==> config.mk <==
export PLATFORM = sky130hd
export DESIGN_NAME = gate_test_seq
export DESIGN_NICKNAME = d
export VERILOG_FILES = /design/src/rtl/gate_test_seq.sv
export SDC_FILE = /design/constraint.sdc
export NUM_CORES = 1
export LEC_CHECK = 0
export CAP_MARGIN = 10
export CORE_AREA = 10 10 68 70
export DETAILED_ROUTE_END_ITERATION = 16
export DIE_AREA = 0 0 78 80
export GPL_TIMING_DRIVEN = 0
export PLACE_DENSITY = 0.48
export SLEW_MARGIN = 20
export SYNTH_ARGS = -nofsm -noshare
export SYNTH_HDL_FRONTEND = slang
export SYNTH_SLANG_ARGS = --single-unit
==> constraint.sdc <==
create_clock -name clk -period 4.02 [get_ports clk]
set_input_delay 0.804 -clock clk [delete_from_list [all_inputs] [get_ports clk]]
set_output_delay 0.804 -clock clk [all_outputs]
set_load 0.1 [all_outputs]
==> src/rtl/gate_test_seq.sv <==
// Sweeps a 2-input gate through all four input vectors, settling after each, and checks its output against TRUTH_TABLE.
// Optional build macro GTS_STOP_ON_FAIL_EN ends the sweep at the first mismatching vector.
module gate_test_seq #(
    parameter int          SETTLE_CYCLES = 2,
    parameter logic [3:0]  TRUTH_TABLE   = 4'b0001
) (
    input  logic       clk,
    input  logic       rst_n,
    input  logic       start,
    input  logic       abort,
    output logic       dut_x,
    output logic       dut_y,
    input  logic       dut_a,
    output logic       busy,
    output logic       done,
    output logic       pass,
    output logic [2:0] err_count,
    output logic [3:0] fail_vec
);

    localparam int CNT_W = (SETTLE_CYCLES < 2) ? 1 : $clog2(SETTLE_CYCLES + 1);
    localparam logic [CNT_W-1:0] SETTLE_LOAD = CNT_W'(SETTLE_CYCLES);

    typedef enum logic [2:0] {
        S_IDLE   = 3'd0,
        S_APPLY  = 3'd1,
        S_SETTLE = 3'd2,
        S_SAMPLE = 3'd3,
        S_DONE   = 3'd4
    } state_t;

    state_t           state_q, state_d;
    logic [1:0]       vec_q, vec_d;
    logic [CNT_W-1:0] cnt_q, cnt_d;
    logic             dut_x_q, dut_x_d;
    logic             dut_y_q, dut_y_d;
    logic             busy_q, busy_d;
    logic             done_q, done_d;
    logic             pass_q, pass_d;
    logic [2:0]       err_count_q, err_count_d;
    logic [3:0]       fail_vec_q, fail_vec_d;
    logic             expected_a;
    logic             mismatch;

    always_comb begin
        state_d     = state_q;
        vec_d       = vec_q;
        cnt_d       = cnt_q;
        dut_x_d     = dut_x_q;
        dut_y_d     = dut_y_q;
        pass_d      = pass_q;
        err_count_d = err_count_q;
        fail_vec_d  = fail_vec_q;
        expected_a  = TRUTH_TABLE[vec_q];
        // Case-inequality so a floating (X/Z) gate output is caught as a failure.
        mismatch    = (dut_a !== expected_a);

        case (state_q)
            S_IDLE: begin
                if (start && !abort) begin
                    state_d     = S_APPLY;
                    vec_d       = 2'd0;
                    err_count_d = 3'd0;
                    fail_vec_d  = 4'd0;
                    pass_d      = 1'b0;
                end
            end
            S_APPLY: begin
                if (abort) begin
                    state_d = S_IDLE;
                    pass_d  = 1'b0;
                end else begin
                    dut_x_d = vec_q[1];
                    dut_y_d = vec_q[0];
                    cnt_d   = SETTLE_LOAD;
                    state_d = (SETTLE_CYCLES > 0) ? S_SETTLE : S_SAMPLE;
                end
            end
            S_SETTLE: begin
                if (abort) begin
                    state_d = S_IDLE;
                    pass_d  = 1'b0;
                end else begin
                    cnt_d = cnt_q - CNT_W'(1);
                    if (cnt_q == CNT_W'(1)) begin
                        state_d = S_SAMPLE;
                    end
                end
            end
            S_SAMPLE: begin
                if (abort) begin
                    state_d = S_IDLE;
                    pass_d  = 1'b0;
                end else begin
                    if (mismatch) begin
                        err_count_d        = err_count_q + 3'd1;
                        fail_vec_d[vec_q]  = 1'b1;
                    end
`ifdef GTS_STOP_ON_FAIL_EN
                    if (mismatch || vec_q == 2'd3) begin
                        state_d = S_DONE;
                    end else begin
                        vec_d   = vec_q + 2'd1;
                        state_d = S_APPLY;
                    end
`else
                    if (vec_q == 2'd3) begin
                        state_d = S_DONE;
                    end else begin
                        vec_d   = vec_q + 2'd1;
                        state_d = S_APPLY;
                    end
`endif
                    // Verdict is latched on the way into DONE so it is valid alongside the done pulse.
                    if (state_d == S_DONE) begin
                        pass_d = (err_count_d == 3'd0);
                    end
                end
            end
            S_DONE: begin
                state_d = S_IDLE;
            end
            default: begin
                state_d = S_IDLE;
            end
        endcase

        busy_d = (state_d != S_IDLE);
        done_d = (state_d == S_DONE);
        if (state_d == S_IDLE) begin
            dut_x_d = 1'b0;
            dut_y_d = 1'b0;
        end
    end

    always_ff @(posedge clk or negedge rst_n) begin
        if (!rst_n) begin
            state_q     <= S_IDLE;
            vec_q       <= 2'd0;
            cnt_q       <= '0;
            dut_x_q     <= 1'b0;
            dut_y_q     <= 1'b0;
            busy_q      <= 1'b0;
            done_q      <= 1'b0;
            pass_q      <= 1'b0;
            err_count_q <= 3'd0;
            fail_vec_q  <= 4'd0;
        end else begin
            state_q     <= state_d;
            vec_q       <= vec_d;
            cnt_q       <= cnt_d;
            dut_x_q     <= dut_x_d;
            dut_y_q     <= dut_y_d;
            busy_q      <= busy_d;
            done_q      <= done_d;
            pass_q      <= pass_d;
            err_count_q <= err_count_d;
            fail_vec_q  <= fail_vec_d;
        end
    end

    assign dut_x     = dut_x_q;
    assign dut_y     = dut_y_q;
    assign busy      = busy_q;
    assign done      = done_q;
    assign pass      = pass_q;
    assign err_count = err_count_q;
    assign fail_vec  = fail_vec_q;

endmodule
==> flow_summary.ini, run 1 <==
[run_status]
status = complete, no violations

[clocking]
clkTransAtPathRegs_ns = 0.12
root_buffer = clkbuf_4
cts-buffers-inserted = 3
cts_sinks = 19
postCtsSetupBuffers = 0
cts_max_level = 1
ctsResizeCount = 0
clock_latency_ns = 0.30
cts_hold_buf = 0
clockBufferDepth = 2
cts_tree = built

[final_layout]
post_route_cells_drive_above_1_share_pct = 8.04
layout_common_cells = 19 x nor2_1, 19 x dfrtp_1, 16 x clkdlybuf4s50_1
area_growth_pct = 25.2
antenna_cells = 0
layout.nets = 124

[floorplan]
die-area_um2 = 6240
die_x_um = 78
start_util_pct = 29.4
ios = 17
core-area_um2 = 3280
die_height_um = 80
placementRows = 21

[critical_path]
worstPathArrival_ns = 1.91
cp-start-kind = flop
cpLargestDelayFamily = buffers and inverters
path_class = flop to output pin
crit_buf_inv = 1
cpPeakStageDelay_ns = 1.16
cpMaxStageDelayCell = clkdlybuf4s50_1
critPathCaptureType = output pin
required_ns = 3.22
cp_max_fo = 4
crit_chain = clkdlybuf4s50_1

[timing]
clock.fmax_mhz = 368
skew_ns = 0.00577
grt_setup_unrepaired = no
timing.final.crit_share_pct = 67.6
worstMarginPinSlew_ns = 0.978
min_period_ns = 2.72
tns_ns = 0
relSlewSlack_pct = 34.6
hold_viol_final = 0
slew_violations = 0
setup_violations = 0

[logic_synthesis]
synthesis.area_um2 = 967
ys_ff_latch = 19
synthAdderAreaFrac_pct = 7.76
synth_compound_area_share_pct = 11.8
synthCells = 92
mappedNetlistNets = 103
yosys_warnings = 0
synth_top_family_by_area = simple AND/OR/NAND/NOR gates
netlist-cell-type-count = 31
synth_xor_area_share_pct = 3.62
syn-mean-instance-area_um2 = 10.5
synthSimpleGateAreaFrac_pct = 18.2
ys_seq_area_share_pct = 49.2
synthMuxAreaShare_pct = 5.82

[drt]
via_count = 706
via_per_inst = 4.47
drt_iter0_drc = 30
wl_um = 2010
antenna_left = 0
routedWlPerCell_um = 12.7
drc = 0
dr.pass1.iters = 3

[global_route]
antenna_found_initial = 0
grt_max_degree = 20
grtUsageTotal_pct = 6.76
grt_pass1_vias = 716
grt_first_pass_wirelength_um = 3480
grt_remaining_overflow = 0

[pwr]
power_density_nw_per_um2 = 401
finalPower_mw = 0.486
vdd_drop_max_uv = 229
leakagePower_nw = 0.546

[min_path]
hold_class = flop to flop

[place]
hpwlAfterDp_um = 1480
gp_congestion = 0.728
numPortBuffers = 16

[job]
timing.max_cap.violations = 0
## power by group
part           switching, mW  leakage [nW]  internal [mW]
clock                 0.0626        0.0150         0.0386
sequential            0.0205         0.257          0.211
combinational         0.0907         0.274         0.0626
total                  0.174         0.546          0.312
## final timing paths
path	from	endpoint	slack, ns	cells after the start
setup / recovery	err_count[0]	err_count[0]	1.30	1
min in group asynchronous	rst_n	err_count[1]	0.99	1
max in group asynchronous	rst_n	state_q[0]	2.47	1
setup reg to reg	vec_q[0]	err_count[0]	2.11	6
hold / removal	fail_vec[3]	fail_vec[3]	0.51	2
hold reg to reg	fail_vec[3]	fail_vec[3]	0.51	2
## sequential cells by signal, indices dropped and copies added, names as in the netlist
register	flops
dut_x	1
vec_q	2
cnt_q	2
done	1
busy	1
state_q	3
pass	1
err_count	3
dut_y	1
fail_vec	4
## Yosys cell counts
library cell	n	share of area [%]
xnor2_1	2	1.8
or2_4	1	0.91
inv_1	5	1.9
dfrtp_1	19	49
nand2_1	4	1.6
a21oi_1	5	2.6
o22ai_1	3	1.9
nor3b_1	1	0.78
mux2_2	1	1.2
nor2b_1	2	1.3
a41o_1	1	1.0
a21o_1	1	0.78
clkbuf_1	1	0.39
a22oi_1	2	1.6
mux2i_1	3	3.1
xor2_1	2	1.8
nor3_1	1	0.52
a31oi_1	1	0.65
nand3_1	1	0.52
mux2_4	1	1.6
buf_4	1	0.78
nor4b_4	1	2.5
nand4bb_1	1	1.2
a22o_1	1	0.91
nor2_1	19	7.4
o22a_1	2	1.8
buf_2	1	0.52
ha_1	6	7.8
o21ai_0	1	0.52
or3_1	1	0.65
or4b_1	1	1.0
## cells by family (layout without fill, tap and decap cells)
group,Yosys count,count (layout)
xor+xnor,4,4
mux,5,5
fa+ha+maj,6,6
simple gates,33,33
buf+inv,8,28
flops,19,19
compound gates,17,17
## final cells by class
cell class | instances | area, um2
Tap cell | 46 | 57.6
Fill cell | 337 | 2070
Clock buffer | 4 | 26.3
Sequential cell | 19 | 475
Inverter | 5 | 18.8
Buffer | 3 | 16.3
Multi-Input combinational cell | 65 | 457
Timing Repair Buffer | 16 | 160
## routing by layer
layer  vias up  global-route usage, %  routed length [um]  part of all wire [%]
li1        359                      -                   -                     -
met1       333                   8.01                 961                    48
met2        12                   10.8                 906                    45
met3         2                   2.59                 110                   5.5
met4         0                   2.69                  34                   1.7
met5         -                      0                   0                     0
## stage by stage
| step | cell area [um2] | hold slack [ns] | setup WS, ns | utilization [%] | cells |
|---|---|---|---|---|---|
| after floorplan | 967 | 0.483 | 2.13 | - | 92 |
| after global placement | 1180 | 0.482 | 1.46 | 36.1 | 154 |
| final | 1210 | 0.511 | 1.30 | 36.9 | 158 |
| after CTS | 1210 | 0.519 | 1.29 | 36.9 | 158 |
| after global routing | 1210 | 0.546 | 1.26 | 36.9 | 158 |
| after detailed placement | 1180 | 0.492 | 1.45 | 36.1 | 154 |
Note: power is estimated with default switching activity, not from simulation.
==> inputs of run 2 (changes only) <==
clock period = 2.79 ns   (was 4.02 ns; I/O delays follow)
==> results of run 2 <==
Same layout as run 1 (identical final DEF). Status: complete, no violations.
Among the figures that moved: setup slack after placement 1.45 ns -> 0.466 ns; setup slack after layout 1.30 ns -> 0.320 ns; register-to-register setup slack 2.11 ns -> 0.88 ns; total power 0.486 mW -> 0.700 mW; worst IR drop on VDD 229 uV -> 330 uV
==> inputs of run 3 (changes only) <==
HOLD_SLACK_MARGIN = 0.1   (was not set)
==> results of run 3 <==
Same layout as run 1 (identical final DEF). Status: complete, no violations.
Among the figures that moved: setup slack after placement 1.45 ns -> 0.466 ns; setup slack after layout 1.30 ns -> 0.320 ns; register-to-register setup slack 2.11 ns -> 0.88 ns; total power 0.486 mW -> 0.700 mW; worst IR drop on VDD 229 uV -> 330 uV
==> patch (flow settings as in run 1) <==
Put one more register stage on the output `err_count`, cleared by the reset. The value now appears one clock later. The other outputs are not delayed to match.
--- a/src/rtl/gate_test_seq.sv
+++ b/src/rtl/gate_test_seq.sv
@@ -164,7 +164,13 @@
     assign busy      = busy_q;
     assign done      = done_q;
     assign pass      = pass_q;
-    assign err_count = err_count_q;
+    always_ff @(posedge clk or negedge rst_n) begin
+        if (!rst_n) begin
+            err_count <= '0;
+        end else begin
+            err_count <= err_count_q;
+        end
+    end
     assign fail_vec  = fail_vec_q;
 
 endmodule
Behaviour: not the same (a bounded check fails within 10 cycles, from zero or initial values and one cycle with rst_n low).
==> patch against run 1 <==
  * Routed wire length is 1.1% higher
  * Core utilization is 3.1 points higher
  * Design area is 8.4% higher
  * Critical endpoint is now dut_x
  * Via count is 4.4% higher
  * Area after synthesis is 8.3% higher
  * Sequential cell count is 3 higher
  * Power is 20% higher
  * Worst setup slack better by 0.095 ns
  * Register-to-register slack worse by 0.02 ns
  * Highest routed layer unchanged
  * Largest power group unchanged
==> patch: results (changes against run 1) <==
Outcome -> complete, no violations
Pre-Repair DR Iteration Count -> 4 (+1)
Drt via density -> 4.55 (+1.8%)
Crit path DAT -> 1.82 ns (-0.09 ns)
Post-synth net total -> 107 (+3.9%)
Final WL -> 2040 µm (+1.1%)
Nets -> 128 (+3.2%)
P_leak -> 0.628 nW (+15%)
Max incr delay on CP -> 1.14 ns (-0.02 ns)
CP Max Fanout -> 2 (-2)
Post-synthesis sequential area ratio -> 52.6% (+3.4 points)
Largest cells by area after synthesis -> dfrtp_1, ha_1, nor2_1
Most frequent cells after synthesis -> dfrtp_1, nor2_1, inv_1
Post-synthesis adder-cell area fraction -> 7.17% (-0.59 points)
Vias in the first global route -> 783 (+9.4%)
Post-Synth XOR/XNOR Area -> 3.35% (-0.28 points)
GP Congestion -> 0.691 (-5.1%)
Share of cells above drive strength 1 -> 10.3% (+2.3 points)
WL met1 -> 942 µm (-2.0%)
R2R Setup Slk -> 2.09 ns (-0.02 ns)
Slew HR -> 34.9% (+0.24 points)
Placed cell count -> 158 (+2.6%)
Final-layout fill cell count -> 328 (-2.7%)
Worst vdd ir -> 166 µV (-28%)
Total GRT Usage -> 7.01% (+0.25 points)
Met2 track demand over resource -> 11.3% (+0.50 points)
Layout Skew -> 0.00447 ns (-0.00130 ns)
Pin count of the biggest net entering global routing -> 23 (+15%)
Metal3 WL -> 118 µm (+7.3%)
Iter 0 DRT Violations -> 37 (+23%)
[patch: worst paths after layout]
path / end / cells after the start
setup / recovery: dut_x / 1
hold / removal: err_count[2]$_DFF_PN0_ / 0
setup reg to reg: pass$_DFFE_PN0P_ / 5
hold reg to reg: err_count[2]$_DFF_PN0_ / 0
max in group asynchronous: fail_vec[0]$_DFFE_PN0P_ / 1
min in group asynchronous: done$_DFF_PN0_ / 1
[patch: power by group]
group | switching, mW | internal (mW) | leakage, nW | total [mW]
Combinational | 0.0897 | 0.0609 | 0.301 | 0.151
Sequential | 0.0209 | 0.242 | 0.299 | 0.263
Clock | 0.0675 | 0.101 | 0.0279 | 0.168
[patch: metrics by stage]
| stage | area (µm²) | setup slack (ns) |
|---|---|---|
| after floorplan | 1050 | 2.01 |
| after global placement | 1260 | 1.30 |
| after detailed placement | 1260 | 1.34 |
| after CTS | 1320 | 1.36 |
| after global routing | 1310 | 1.33 |
| final | 1310 | 1.40 |
[patch: final cells by class]
class / count / area (µm²) / area share (%)
buffer: 3 / 21.3 / 1.62
clock inverter: 1 / 30.0 / 2.29
inverter: 8 / 30.0 / 2.29
clock buffer: 3 / 22.5 / 1.72
timing repair buffer: 16 / 155 / 11.8
multi-input combinational: 63 / 445 / 33.9
sequential: 22 / 551 / 41.9
tap: 46 / 57.6 / 4.39
[patch: cell families (layout without fill, tap and decap cells)]
logic type	count (synthesis)	count (layout)
AND/OR/NAND/NOR	29	29
flip-flops	22	22
AO/OA/AOI/OAI	19	19
buffers and inverters	11	31
adder cells (fa/ha/maj)	6	6
multiplexers	5	5
XOR/XNOR	4	4
